### src/rtl/wb_sram_slave.sv
// Wishbone pipelined slave driving an asynchronous 16-bit SRAM: each 32-bit access is two 16-bit
// cycles with WAIT_STATES extra cycles each. Optional WB_SRAM_LANE_SKIP_EN skips halves with no lanes.
module wb_sram_slave #(
   parameter int unsigned ADDR_W      = 20,
   parameter int unsigned WAIT_STATES = 1
) (
   input  logic              clk_i,
   input  logic              rst_i,
   // Slave side of the if_wb bus
   input  logic              bus_cyc,
   input  logic              bus_stb,
   input  logic              bus_we,
   input  logic [3:0]        bus_sel,
   input  logic [31:0]       bus_adr,
   input  logic [31:0]       bus_dat_i,
   output logic [31:0]       bus_dat_o,
   output logic              bus_ack,
   output logic              bus_stall,
   // SRAM side
   output logic [ADDR_W-1:0] sram_addr,
   output logic [15:0]       sram_dq_o,
   input  logic [15:0]       sram_dq_i,
   output logic              sram_dq_oe,
   output logic              sram_ce_n,
   output logic              sram_oe_n,
   output logic              sram_we_n,
   output logic              sram_ub_n,
   output logic              sram_lb_n
);

`ifdef WB_SRAM_LANE_SKIP_EN
   localparam bit LaneSkip = 1'b1;
`else
   localparam bit LaneSkip = 1'b0;
`endif

   localparam logic [3:0] WaitLoad = 4'(WAIT_STATES);

   typedef enum logic [2:0] {
      StIdle,
      StLo,
      StLoRec,
      StHi,
      StHiRec,
      StAck
   } state_e;

   state_e             state_q, state_d;
   logic [ADDR_W-2:0]  adr_q, adr_d;
   logic               we_q, we_d;
   logic [3:0]         sel_q, sel_d;
   logic [31:0]        wdat_q, wdat_d;
   logic [3:0]         cnt_q, cnt_d;
   logic [31:0]        dat_q, dat_d;

   logic               acc_lo_skip, acc_hi_skip, hi_skip;
   logic               cnt_done;
   logic               in_lo, in_hi;
   logic               unused_adr;

   assign unused_adr  = ^{bus_adr[31:ADDR_W+1], bus_adr[1:0]};

   assign acc_lo_skip = LaneSkip && (bus_sel[1:0] == 2'b00);
   assign acc_hi_skip = LaneSkip && (bus_sel[3:2] == 2'b00);
   assign hi_skip     = LaneSkip && (sel_q[3:2] == 2'b00);
   assign cnt_done    = (cnt_q == 4'd0);

   // Next-state logic
   always_comb begin
      state_d = state_q;
      adr_d   = adr_q;
      we_d    = we_q;
      sel_d   = sel_q;
      wdat_d  = wdat_q;
      cnt_d   = cnt_q;
      dat_d   = dat_q;

      unique case (state_q)
         StIdle: begin
            if (bus_cyc && bus_stb) begin
               adr_d  = bus_adr[ADDR_W:2];
               we_d   = bus_we;
               sel_d  = bus_sel;
               wdat_d = bus_dat_i;
               cnt_d  = WaitLoad;
               dat_d  = '0;
               if (!acc_lo_skip) begin
                  state_d = StLo;
               end else if (!acc_hi_skip) begin
                  state_d = StHi;
               end else begin
                  state_d = StAck;
               end
            end
         end
         StLo: begin
            if (cnt_done) begin
               cnt_d = WaitLoad;
               if (we_q) begin
                  state_d = StLoRec;
               end else begin
                  dat_d[15:0] = sram_dq_i;
                  state_d     = hi_skip ? StAck : StHi;
               end
            end else begin
               cnt_d = cnt_q - 4'd1;
            end
         end
         StLoRec: begin
            state_d = hi_skip ? StAck : StHi;
         end
         StHi: begin
            if (cnt_done) begin
               if (we_q) begin
                  state_d = StHiRec;
               end else begin
                  dat_d[31:16] = sram_dq_i;
                  state_d      = StAck;
               end
            end else begin
               cnt_d = cnt_q - 4'd1;
            end
         end
         StHiRec: begin
            state_d = StAck;
         end
         StAck: begin
            state_d = StIdle;
         end
         default: begin
            state_d = StIdle;
         end
      endcase

      // Master dropped cyc: abandon the access without an ack
      if ((state_q != StIdle) && !bus_cyc) begin
         state_d = StIdle;
      end
   end

   always_ff @(posedge clk_i) begin
      if (rst_i) begin
         state_q <= StIdle;
         adr_q   <= '0;
         we_q    <= 1'b0;
         sel_q   <= '0;
         wdat_q  <= '0;
         cnt_q   <= '0;
         dat_q   <= '0;
      end else begin
         state_q <= state_d;
         adr_q   <= adr_d;
         we_q    <= we_d;
         sel_q   <= sel_d;
         wdat_q  <= wdat_d;
         cnt_q   <= cnt_d;
         dat_q   <= dat_d;
      end
   end

   assign in_lo = (state_q == StLo) || (state_q == StLoRec);
   assign in_hi = (state_q == StHi) || (state_q == StHiRec);

   // Bus and SRAM outputs, decoded from state
   always_comb begin
      bus_ack    = (state_q == StAck);
      bus_stall  = (state_q != StIdle);
      bus_dat_o  = dat_q;
      sram_addr  = '0;
      sram_dq_o  = '0;
      sram_dq_oe = 1'b0;
      sram_ce_n  = 1'b1;
      sram_oe_n  = 1'b1;
      sram_we_n  = 1'b1;
      sram_ub_n  = 1'b1;
      sram_lb_n  = 1'b1;

      if (in_lo || in_hi) begin
         sram_addr = {adr_q, in_hi};
         sram_ce_n = 1'b0;
         if (we_q) begin
            // REC states keep address, data and lanes stable with we_n released
            sram_dq_oe = 1'b1;
            sram_we_n  = !((state_q == StLo) || (state_q == StHi));
            sram_dq_o  = in_hi ? wdat_q[31:16] : wdat_q[15:0];
            sram_ub_n  = in_hi ? ~sel_q[3] : ~sel_q[1];
            sram_lb_n  = in_hi ? ~sel_q[2] : ~sel_q[0];
         end else begin
            sram_oe_n = 1'b0;
            sram_ub_n = 1'b0;
            sram_lb_n = 1'b0;
         end
      end
   end

endmodule

### config.mk
export PLATFORM = sky130hd
export DESIGN_NAME = wb_sram_slave
export DESIGN_NICKNAME = d
export VERILOG_FILES = /design/src/rtl/wb_sram_slave.sv
export SDC_FILE = /design/constraint.sdc
export NUM_CORES = 1
export LEC_CHECK = 0
export CORE_ASPECT_RATIO = 2
export CORE_MARGIN = 10
export CORE_UTILIZATION = 48
export CTS_CLUSTER_DIAMETER = 40
export DETAILED_ROUTE_END_ITERATION = 7
export PLACE_DENSITY = 0.95
export SLEW_MARGIN = 20
export SYNTH_ARGS = -nofsm -noshare
export SYNTH_HDL_FRONTEND = slang
export SYNTH_SLANG_ARGS = --single-unit
### constraint.sdc
create_clock -name clk_i -period 4.5 [get_ports clk_i]
set_clock_uncertainty 0.1 [all_clocks]
set_input_delay 1.35 -clock clk_i [delete_from_list [all_inputs] [get_ports clk_i]]
set_output_delay 1.35 -clock clk_i [all_outputs]
set_load 0.03 [all_outputs]
==> out/qor.txt <==
most common cell after layout, fill and taps aside -> clkdlybuf4s50_1
gr usage total -> 19.5%
unrepaired setup endpoints after global routing -> false
setup_tns -> 0 ps
initial antenna violation count -> 0
largest net degree at the start of global routing -> 85
combinational power share -> 14.4%
Cell Rows -> 50
CTS root buf -> clkbuf_16
crit-path cells -> nor3_2, inv_2, buf_4, and3_1, clkdlybuf4s50_1
Antenna diodes -> 0
CP max FO -> 30
die area -> 14,000 um^2
Internal -> 1.44 mW
Crit-path slowest cell -> clkdlybuf4s50_1
leakage power -> 2.26 nW
# H-tree levels -> 3
Post-CTS Hold Buffers -> 0
Ys Warns -> 0
detailed placement HPWL -> 10,400 um
I/O Buffers -> 151
pwr dens -> 303 nW/um^2
# setup viols final -> 0
slew margin rel. -> 45.6%
hold path depth -> 2
Die X -> 88.7 um
RR Endpoint -> bus_dat_o[15]
area grow syn2layout -> 38.8%
Hold WC Path Type -> reg2reg
register area -> 1900 um^2
CTS tree -> built
area of the multi-input gates -> 2290 um^2
WP data required -> 3050 ps
setup bufs post-CTS -> 0
clock transition at the registers of the reported paths -> 60 ps
Crit. End Element -> primary output
mean routed wirelength per cell -> 18.1 um
proportion of layout cells with a drive suffix above 1 -> 9.91%
Worst Max-Slew Pin Slew -> 813 ps
highest clock rate -> 253 MHz
worst r2r path cells -> 5
Final Hold Vio Count -> 0
RePlAce Congestion -> 0.879
Syn Nets -> 635
clk_lat worst skew -> 330 ps
sw frac -> 24.2%
final non-filler cell total -> 770
end point of the worst hold path -> adr_q[2]
placed cells -> 755
Num CTS Buffers -> 9
mapped cell area -> 4530 um^2
fill count -> 745
Longest Clk Path Bufs -> 2
HP Start -> adr_q[2]
GRT Residual Overflow -> 0
fin crit period -> 3950 ps
first-pass detailed-route iteration total -> 5
clock power share -> 38.9%
register area share after synthesis -> 42.0%
VDD IR max -> 0.239 mV
Setup crit start kind -> register
CTS resizes -> 0
chip height -> 157 um
Hold WS -> 370 ps
Synth cell types -> 48
final antenna-violating net count -> 0
DR vias -> 4,506
arrival time at the worst endpoint -> 2500 ps
Worst path max stage delay -> 690 ps
vias per cell -> 5.85
synthesized area per cell -> 8.33 um^2
number of global-route vias before repair -> 4,536
sequential share of power -> 46.6%
Iteration-0 DRC Markers -> 390
first-pass GRT wire length -> 21,900 um
number of synthesized flops with an enable pin -> 0
max_cap viols -> 0
switching pwr -> 0.461 mW
nets -> 753
dominant synthesized flop cell -> dfxtp_1
ys async rst share -> 0%
Max Slew Vio Count -> 0
DRC -> 0
core box area -> 9320 um^2
WS Path Type -> reg2out
status -> finished, final reports clean
initial core utilization -> 48.6%
reg2reg start -> state_q[0]
I/O pin cnt -> 165
Routed WL -> 13,900 um
r2r setup slk -> 2250 ps
Synth Instances -> 544
most frequent cells in the layout -> clkdlybuf4s50_1, dfxtp_1, nand3_1, a21oi_1, o21ai_0
flops & latches, synth -> 95
fin crit share -> 87.8%
Clock Sinks -> 95
Util after Layout -> 67.5%
-- worst max-delay path by stage --
stage | cells past startpoint | start | endpoint
after global placement | 5 | state_q[0] | sram_addr[18]
after CTS | 5 | state_q[0] | sram_addr[7]
final | 5 | state_q[0] | sram_addr[7]
after floorplan | 4 | state_q[1] | sram_lb_n
after global routing | 5 | state_q[0] | sram_addr[8]
after detailed placement | 5 | state_q[0] | sram_addr[17]
-- metal layers --
metal	track usage [%]	up-vias	share of wire [%]
met5	0	-	0
met3	4.66	38	6.8
met1	19.6	2101	36
met4	10.5	0	3.9
li1	-	2175	-
met2	35.2	192	53
-- metrics by stage --
stage | power [mW] | cell area (um^2) | setup slack, ps
after CTS | 1.92 | 6290 | 534
final | 1.90 | 6290 | 550
after floorplan | 1.06 | 4530 | 1260
after global routing | 1.98 | 6290 | 354
after detailed placement | 1.18 | 6000 | 910
after global placement | 1.17 | 6000 | 981
-- power by group through the flow --
stage	clock network (mW)	registers, mW	logic, mW
2_1_floorplan	0	0.905	0.158
3_3_place_gp	0	0.904	0.265
3_5_place_dp	0	0.906	0.273
4_1_cts	0.754	0.887	0.274
5_1_grt	0.789	0.890	0.297
6_report	0.741	0.888	0.275
-- area by class of cell --
class                           count  area share, %
Multi-Input combinational cell    371           36.5
Sequential cell                    95           30.2
Timing Repair Buffer              163           25.3
Clock buffer                       12           3.92
Tap cell                          104           2.07
Inverter                           22           1.31
Clock inverter                      3          0.696
-- cells in the mapped netlist (3+ instances only) --
master	n	area [um^2]
inv_1	21	78.8
nand3_1	76	380
o21ai_1	3	15.0
and3_1	19	119
nand2_1	20	75.1
mux2i_1	16	160
dfxtp_1	95	1900
o32ai_2	9	146
o32ai_1	6	52.6
nand2b_1	33	206
o21ai_0	74	370
a21oi_1	75	375
clkbuf_1	41	154
buf_6	3	33.8
buf_2	10	50.1
-- state kept, by name, summed over array words and instances (netlist names) --
register	flops
we_q	1
sel_q	4
adr_q	19
state_q	3
bus_dat_o	32
cnt_q	4
wdat_q	32
-- cell families after synthesis --
kind of cell / after synthesis / share of synthesized area (%)
xor+xnor: 2 / 0.387
fa+ha+maj: 2 / 0.552
simple gates: 171 / 21.6
flops: 95 / 42.0
mux: 18 / 4.03
buf+inv: 78 / 7.56
compound gates: 178 / 23.9
-- critical path: cells and delay by family (launching register included) --
family	cells	cell delay [ps]
DFF	1	620
and+or+nand+nor	2	310
buffers and inverters	3	1230
Note: power is estimated with default switching activity, not from simulation.
